## src/rtl/unified_mem_arbiter.sv

```systemverilog
// Shares one single-ported, variable-latency memory between the fetch and data ports.
// Data has priority, bounded by a streak limit; flushed fetches are discarded and a missing ack times out.
module unified_mem_arbiter #(
   parameter int WORD         = 16,
   parameter int MAX_D_STREAK = 4,
   parameter int TIMEOUT      = 255
) (
   input  logic            clk,
   input  logic            reset,
   input  logic            i_req,
   input  logic [WORD-1:0] i_addr,
   input  logic            i_flush,
   output logic            i_ready,
   output logic [WORD-1:0] i_data,
   input  logic            d_read,
   input  logic            d_write,
   input  logic [WORD-1:0] d_addr,
   input  logic [WORD-1:0] d_wdata,
   output logic            d_ready,
   output logic [WORD-1:0] d_rdata,
   output logic            mem_read,
   output logic            mem_write,
   output logic [WORD-1:0] mem_addr,
   output logic [WORD-1:0] mem_wdata,
   input  logic [WORD-1:0] mem_rdata,
   input  logic            mem_ack,
   output logic            busy,
   output logic            timeout_err
);

   localparam logic [1:0] ST_IDLE  = 2'd0;
   localparam logic [1:0] ST_IBUSY = 2'd1;
   localparam logic [1:0] ST_DBUSY = 2'd2;

   localparam logic [3:0] STREAK_MAX = 4'(MAX_D_STREAK);
   localparam logic [7:0] TIMER_MAX  = 8'(TIMEOUT);

   logic [1:0]      state_q, state_d;
   logic [3:0]      streak_q, streak_d;
   logic [7:0]      timer_q, timer_d;
   logic            disc_q, disc_d;
   logic            busy_q, busy_d;
   logic            terr_q, terr_d;
   logic            i_ready_q, i_ready_d;
   logic            d_ready_q, d_ready_d;
   logic [WORD-1:0] i_data_q, i_data_d;
   logic [WORD-1:0] d_rdata_q, d_rdata_d;
   logic            mem_read_q, mem_read_d;
   logic            mem_write_q, mem_write_d;
   logic [WORD-1:0] mem_addr_q, mem_addr_d;
   logic [WORD-1:0] mem_wdata_q, mem_wdata_d;

   logic            d_req_s;
   logic            fetch_ok_s;
   logic [7:0]      timer_inc_s;

   // Arbitration, completion, flush-discard and timeout next-state logic.
   always_comb begin
      state_d     = state_q;
      streak_d    = streak_q;
      timer_d     = timer_q;
      disc_d      = disc_q;
      busy_d      = busy_q;
      terr_d      = terr_q;
      i_ready_d   = 1'b0;
      d_ready_d   = 1'b0;
      i_data_d    = i_data_q;
      d_rdata_d   = d_rdata_q;
      mem_read_d  = mem_read_q;
      mem_write_d = mem_write_q;
      mem_addr_d  = mem_addr_q;
      mem_wdata_d = mem_wdata_q;
      d_req_s     = d_read | d_write;
      fetch_ok_s  = i_req & ~i_flush;
      timer_inc_s = timer_q + 8'd1;

      case (state_q)
         ST_IDLE: begin
            // A flushed fetch is not pending, so data may proceed past the streak limit.
            if (d_req_s && (!fetch_ok_s || (streak_q < STREAK_MAX))) begin
               state_d     = ST_DBUSY;
               busy_d      = 1'b1;
               timer_d     = 8'd0;
               mem_read_d  = d_read;
               mem_write_d = d_write;
               mem_addr_d  = d_addr;
               mem_wdata_d = d_wdata;
               if (i_req) begin
                  if (streak_q != 4'hF) begin
                     streak_d = streak_q + 4'd1;
                  end else begin
                     streak_d = streak_q;
                  end
               end else begin
                  streak_d = 4'd0;
               end
            end else if (fetch_ok_s) begin
               state_d     = ST_IBUSY;
               busy_d      = 1'b1;
               timer_d     = 8'd0;
               disc_d      = 1'b0;
               streak_d    = 4'd0;
               mem_read_d  = 1'b1;
               mem_write_d = 1'b0;
               mem_addr_d  = i_addr;
            end else begin
               state_d = ST_IDLE;
            end
         end
         ST_IBUSY, ST_DBUSY: begin
            if (mem_ack) begin
               state_d     = ST_IDLE;
               busy_d      = 1'b0;
               timer_d     = 8'd0;
               mem_read_d  = 1'b0;
               mem_write_d = 1'b0;
               if (state_q == ST_IBUSY) begin
                  if (!disc_q && !i_flush) begin
                     i_data_d  = mem_rdata;
                     i_ready_d = 1'b1;
                  end else begin
                     i_data_d = i_data_q;
                  end
               end else begin
                  d_ready_d = 1'b1;
                  if (!mem_write_q) begin
                     d_rdata_d = mem_rdata;
                  end else begin
                     d_rdata_d = d_rdata_q;
                  end
               end
            end else if (timer_inc_s == TIMER_MAX) begin
               state_d     = ST_IDLE;
               busy_d      = 1'b0;
               timer_d     = 8'd0;
               terr_d      = 1'b1;
               mem_read_d  = 1'b0;
               mem_write_d = 1'b0;
            end else begin
               timer_d = timer_inc_s;
               if (state_q == ST_IBUSY) begin
                  disc_d = disc_q | i_flush;
               end else begin
                  disc_d = disc_q;
               end
            end
         end
         default: begin
            state_d     = ST_IDLE;
            busy_d      = 1'b0;
            mem_read_d  = 1'b0;
            mem_write_d = 1'b0;
         end
      endcase
   end

   // State and output registers.
   always_ff @(posedge clk or posedge reset) begin
      if (reset) begin
         state_q     <= ST_IDLE;
         streak_q    <= 4'd0;
         timer_q     <= 8'd0;
         disc_q      <= 1'b0;
         busy_q      <= 1'b0;
         terr_q      <= 1'b0;
         i_ready_q   <= 1'b0;
         d_ready_q   <= 1'b0;
         i_data_q    <= '0;
         d_rdata_q   <= '0;
         mem_read_q  <= 1'b0;
         mem_write_q <= 1'b0;
         mem_addr_q  <= '0;
         mem_wdata_q <= '0;
      end else begin
         state_q     <= state_d;
         streak_q    <= streak_d;
         timer_q     <= timer_d;
         disc_q      <= disc_d;
         busy_q      <= busy_d;
         terr_q      <= terr_d;
         i_ready_q   <= i_ready_d;
         d_ready_q   <= d_ready_d;
         i_data_q    <= i_data_d;
         d_rdata_q   <= d_rdata_d;
         mem_read_q  <= mem_read_d;
         mem_write_q <= mem_write_d;
         mem_addr_q  <= mem_addr_d;
         mem_wdata_q <= mem_wdata_d;
      end
   end

   assign i_ready     = i_ready_q;
   assign i_data      = i_data_q;
   assign d_ready     = d_ready_q;
   assign d_rdata     = d_rdata_q;
   assign mem_read    = mem_read_q;
   assign mem_write   = mem_write_q;
   assign mem_addr    = mem_addr_q;
   assign mem_wdata   = mem_wdata_q;
   assign busy        = busy_q;
   assign timeout_err = terr_q;

endmodule

```

## config.mk

```make
export PLATFORM = sky130hd
export DESIGN_NAME = unified_mem_arbiter
export DESIGN_NICKNAME = d
export VERILOG_FILES = /design/src/rtl/unified_mem_arbiter.sv
export SDC_FILE = /design/constraint.sdc
export NUM_CORES = 1
export LEC_CHECK = 0
export CORE_MARGIN = 2
export CORE_UTILIZATION = 40
export DETAILED_ROUTE_END_ITERATION = 10
export PLACE_DENSITY = 0.74
export SYNTH_ARGS = -nofsm -noshare
export SYNTH_HDL_FRONTEND = slang
export SYNTH_SLANG_ARGS = --single-unit
```

## constraint.sdc

```tcl
create_clock -name clk -period 2.84 [get_ports clk]
set_input_delay 0.426 -clock clk [delete_from_list [all_inputs] [get_ports clk]]
set_output_delay 0.426 -clock clk [all_outputs]
set_load 0.02 [all_outputs]
```

==> out/metrics.yaml, run 1 <==
ys_seq_area_frac: 0.577
vdd_ir_drop_max_mv: 0.632
finalCriticalPeriod_ns: 2.37
dieWidth_um: 100
r2r_end: "state_q[1]$_DFFE_PP0P_"
cts_htree_levels: 3
setup_viol: 0
root_buffer: "clkbuf_8"
dp_hpwl_um: 6490
timing.final.crit_share: 0.833
first_iter_violations: 45
dp_cells: 545
syn_area_mm2: 0.00368
final_cells: 561
max-clock-path-buffers: 2
postCtsSetupBuffers: 0
num_io_pins: 141
status: "completed"
yosysUniqueCellTypes: 42
cts.sinks: 85
slew-limit-headroom: 0.480
wirelength_um: 8700
fin_util: 0.605
routed_via_density: 5.04
grt_pass1_vias: 2768
syn_to_final_growth_pct: 48.9
grt_pass1_wl_um: 13700
drt-pass1-iter-count: 4
worstMarginPinSlew_ns: 0.780
synth_warnings: 0
maxSlewViolCount: 0
synth-main-ff-cell: "dfrtp_1"
hold_path.class: "flip-flop to flip-flop"
synth.most_common_cell: "dfrtp_1"
regToRegStartpoint: "timer_q[0]$_DFFE_PP0P_"
core_mm2: 0.00906
drc: 0
finalClockSkew_ns: 0.0148
endpoint: "state_q[1]$_DFFE_PP0P_"
rows: 35
antenna_found_initial: 0
wl_per_cell_um: 15.5
syn_nets: 374
numCtsBuffers: 9
critPathKind: "flip-flop to flip-flop"
fin_ws_ns: 0.474
clk_latency_ns: 0.36
p_leak_nw: 2.34
worst-r2r-cell-count: 6
maxCapViolations: 0
postLayoutCellArea_mm2: 0.00549
setup_tns_ns: 0
cp-start-kind: "flip-flop"
drive_above_1_share: 0.187
cp-startpoint: "timer_q[0]$_DFFE_PP0P_"
cp_max_fo: 11
regToRegSetupSlack_ns: 0.47
clk_pin_slew_ns: 0.09
grt_max_degree: 46
antenna_left: 0
cp.arrival_ns: 2.60
finalHoldViolCount: 0
start_util: 0.406
syn_area_per_cell_um2: 12.4
synth_cells: 297
chipHeight_um: 100
cts_tree: "done"
ys_ff_latch: 85
grt_overflow_total: 0
rsz0062_at_grt: "no"
diodes: 0
placed_area_mm2: 0.00526
worstHoldStart: "mem_addr[14]$_DFFE_PP0P_"
track_usage: 0.175
synth.largest_area_cell: "dfrtp_1"
place_ws_ns: 0.368
nNetsFinal: 522
cts_hold_buf: 0
synth.area.top_cells: "dfrtp_1 (58%), mux2_2 (15%), mux2i_1 (4.3%), o21ai_0 (3.9%), nand2_1 (3.3%)"
io_buffer_count: 140
vias: 2828
crit_path_end_kind: "flip-flop"
gp_congestion: 0.840
synthTopCellsByCount: "dfrtp_1 (85), mux2_2 (49), nand2_1 (32)"
synth_top_area_share: 0.577
post_cts_resize_count: 0
power_density_mw_per_mm2: 966
die-area_mm2: 0.00999
async_flop_share: 1.00
synth-edff-count: 0
required_ns: 3.08
fmax_mhz: 423
[worst min path at each step]
stage	end	slack [ns]	cells after the start
floorplan	streak_q[1]$_DFFE_PP0P_	0.48	2
global placement	mem_addr[15]$_DFFE_PP0P_	0.46	2
detailed placement	timeout_err$_DFFE_PP0P_	0.46	1
CTS	mem_addr[14]$_DFFE_PP0P_	0.49	2
global route	mem_addr[14]$_DFFE_PP0P_	0.51	2
finish	mem_addr[14]$_DFFE_PP0P_	0.49	2
[layer usage]
metal,routed length [µm],vias to the layer above,global-route usage
met5,0,-,0
met4,163,0,0.0748
met3,455,12,0.0439
met2,4500,77,0.292
met1,3580,1384,0.219
li1,-,1355,-
[through the flow]
step / hold slack (ns) / total power, mW
after floorplan: 0.476 / 3.19
after global placement: 0.461 / 4.32
after detailed placement: 0.465 / 4.37
after CTS: 0.492 / 5.36
after global routing: 0.515 / 5.59
final: 0.486 / 5.30
[cells by family after synthesis]
group,after synthesis,synth area share
muxes,65,0.193
xor gates and xnor gates,2,0.00476
and+or+nand+nor,67,0.0883
buffers and inverters,18,0.0221
adders and majority gates,6,0.0204
DFF,85,0.577
AOI/OAI and AO/OA,54,0.0938
[report_power, final]
part           total, mW  switching, mW  internal (mW)
Combinational       2.41           1.20           1.21
Clock              0.976          0.467          0.510
Sequential          1.91          0.254           1.66
[state kept, by name, indices dropped and copies added, names as in the netlist]
register     cells
d_rdata         16
state_q          2
mem_read         1
d_ready          1
mem_write        1
disc_q           1
mem_addr        16
i_data          16
timer_q          8
timeout_err      1
streak_q         4
busy             1
mem_wdata       16
i_ready          1
[layout make-up]
| class | instances | area [µm²] |
|---|---|---|
| repair buffers | 147 | 1470 |
| clock inverters | 7 | 103 |
| well taps | 111 | 139 |
| inverters | 8 | 31.3 |
| fillers | 726 | 3580 |
| flip-flops and latches | 85 | 2130 |
| multi-input cells | 194 | 1500 |
| clock buffers | 9 | 124 |
[critical path, stage by stage (launching register included)]
cell	delay, ns
dfrtp_1	0.46
ha_1	0.25
nand3_1	0.10
or2_2	0.30
a221oi_2	0.30
a31o_1	0.45
mux2_2	0.38
[cell usage in the layout, fill, tap and decap left out, types with 7 or more instances in the layout]
master	instances
clkdlybuf4s50_1	140
dfrtp_1	85
mux2_2	49
nand2_1	32
o21ai_0	29
mux2i_1	16
nand3_1	9
clkbuf_8	9
inv_1	7
No activity file was read; power rests on OpenSTA's default activity.
==> inputs of run 2 (changes only) <==
- clock period: 2.84 -> 2.38 ns (I/O delays scaled with it)
==> run 2 against run 1 <==
Critical path depth is 2 higher; worst hold slack worse by 0.072 ns; global-route usage is 0.83 points higher; sequential share of layout area is 0.34 points lower; power is 21% higher; via count is 0.64% higher; non-clock buffer count is 5 higher; largest cell class unchanged; largest power group unchanged.
==> out/metrics.yaml, run 2 (synthesis results as in run 1) <==
dp_hpwl_um: 6750  # was 6490 µm
drive_above_1_share: 0.200  # was 0.187
p_leak_nw: 2.36  # was 2.34 nW
fmax_mhz: 460  # was 423 MHz
rows: 35  # unchanged
crit_path_end_kind: "flip-flop"  # unchanged
cts_hold_buf: 0  # unchanged
critPathKind: "flip-flop to flip-flop"  # unchanged
cts.sinks: 85  # unchanged
chipHeight_um: 100  # unchanged
slowest_delay_ns: 0.43  # was 0.46 ns
grt_max_degree: 46  # unchanged
p_comb_frac: 0.460  # was 0.455
p_int_mw: 4.07  # was 3.38 mW
dieWidth_um: 100  # unchanged
finalHoldViolCount: 0  # unchanged
root_buffer: "clkbuf_8"  # unchanged
diodes: 0  # unchanged
drt-pass1-iter-count: 4  # unchanged
finalCriticalPeriod_ns: 2.17  # was 2.37 ns
grt_pass1_wl_um: 14300  # was 13700 µm
grt_overflow_total: 0  # unchanged
swShare: 0.363  # was 0.362
setup_viol: 0  # unchanged
maxSlewViolCount: 0  # unchanged
vdd_ir_drop_max_mv: 0.734  # was 0.632 mV
p_sw_mw: 2.32  # was 1.92 mW
drc: 0  # unchanged
die-area_mm2: 0.00999  # unchanged
clk_pin_slew_ns: 0.09  # about the same
vias: 2846  # was 2828
clk_latency_ns: 0.36  # about the same
core_mm2: 0.00906  # unchanged
first_iter_violations: 89  # was 45
num_io_pins: 141  # unchanged
wirelength_um: 9120  # was 8700 µm
pwr-share-clk: 0.182  # was 0.184
postCtsSetupBuffers: 0  # unchanged
crit_family: "compound AO/OA/AOI/OAI gates"  # unchanged
io_buffer_count: 140  # unchanged
crit_slowest_cell: "dfrtp_2"  # was dfrtp_1
layout.cells.most_common_list: "clkdlybuf4s50_1 (140), dfrtp_1 (83), mux2_2 (49)"  # was clkdlybuf4s50_1 (140), dfrtp_1 (85), mux2_2 (49)
cp-start-kind: "flip-flop"  # unchanged
slew-limit-headroom: 0.486  # was 0.480
grt_pass1_vias: 2937  # was 2768
critical_path_buf_inv_count: 1  # was 0
antenna_left: 0  # unchanged
rsz0062_at_grt: "no"  # unchanged
numCtsBuffers: 9  # unchanged
required_ns: 2.62  # was 3.08 ns
post_cts_resize_count: 0  # unchanged
antenna_found_initial: 0  # unchanged
path_cells: "ha_1 > nand3_1 > or2_2 > a221oi_2 > a31o_1 > buf_4 > nor2_1 > a211o_1"  # was ha_1 > nand3_1 > or2_2 > a221oi_2 > a31o_1 > mux2_2
placed_area_mm2: 0.00531  # was 0.00526 mm²
max-clock-path-buffers: 2  # unchanged
cp_max_fo: 7  # was 11
postLayoutCellArea_mm2: 0.00554  # was 0.00549 mm²
start_util: 0.406  # unchanged
setup_tns_ns: 0  # unchanged
power.share.sequential: 0.358  # was 0.360
power_density_mw_per_mm2: 1150  # was 966 mW/mm²
wl_per_cell_um: 16.1  # was 15.5 µm
status: "completed"  # unchanged
cts_htree_levels: 3  # unchanged
timing.final.crit_share: 0.914  # was 0.833
finalClockSkew_ns: 0.00964  # was 0.0148 ns
gp_congestion: 0.812  # was 0.840
routed_via_density: 5.03  # was 5.04
cts_tree: "done"  # unchanged
cp.arrival_ns: 2.42  # was 2.60 ns
nNetsFinal: 527  # was 522
syn_to_final_growth_pct: 50.4  # was 48.9%
final_common_cell: "clkdlybuf4s50_1"  # unchanged
hold_path.class: "primary input to asynchronous set/reset pin"  # was flip-flop to flip-flop
maxCapViolations: 0  # unchanged
track_usage: 0.184  # was 0.175
worstMarginPinSlew_ns: 0.764  # was 0.780 ns
-- run 2: power by group through the flow --
stage	clock network (mW)	registers (mW)	logic, mW
finish	1.16	2.29	2.94
global route	1.27	2.36	3.14
CTS	1.21	2.29	2.97
detailed placement	0	2.31	2.95
global placement	0	2.28	2.91
floorplan	0	2.88	0.917
-- run 2: per-layer routing --
metal | vias to the layer above | track usage | wire length, µm | part of all wire
met5 | - | 0 | 0 | 0
met1 | 1367 | 0.218 | 3550 | 0.39
met4 | 0 | 0.0695 | 184 | 0.020
met3 | 13 | 0.0578 | 653 | 0.072
met2 | 100 | 0.313 | 4730 | 0.52
li1 | 1366 | - | - | -
-- run 2: worst register-to-register path, stage by stage (launching register included) --
cell and delay [ns]:
dfrtp_2 0.43, ha_1 0.24, nand3_1 0.10, or2_2 0.31
a221oi_2 0.30, a31o_1 0.23, buf_4 0.16, nor2_1 0.04
a211o_1 0.26
-- run 2: stage by stage --
stage / setup slack (ns) / hold slack (ns) / instances / power (mW) / util
floorplan: 0.248 / 0.476 / 297 / 3.80 / -
global placement: 0.198 / 0.462 / 550 / 5.19 / 0.586
detailed placement: 0.137 / 0.469 / 550 / 5.27 / 0.586
CTS: 0.148 / 0.418 / 566 / 6.46 / 0.611
global route: 0.0490 / 0.447 / 566 / 6.76 / 0.611
finish: 0.205 / 0.414 / 566 / 6.39 / 0.611
-- run 2: final timing paths --
check,startpoint,end,slack (ns),cells past startpoint
max,timer_q[0]$_DFFE_PP0P_,timer_q[5]$_DFFE_PP0P_,0.21,8
min,reset,state_q[1]$_DFFE_PP0P_,0.41,2
max reg2reg,timer_q[0]$_DFFE_PP0P_,timer_q[5]$_DFFE_PP0P_,0.21,8
min reg2reg,timeout_err$_DFFE_PP0P_,timeout_err$_DFFE_PP0P_,0.48,1
max in group asynchronous,reset,d_rdata[15]$_DFFE_PP0P_,1.34,3
min in group clk,timeout_err$_DFFE_PP0P_,timeout_err$_DFFE_PP0P_,0.48,1
-- run 2: cell type report --
cell class,instances,area (µm²)
fill,724,3520
sequential,85,2130
timing repair buffer,152,1520
multi-input combinational,194,1500
tap,111,139
clock buffer,9,124
clock inverter,7,103
inverter,8,33.8
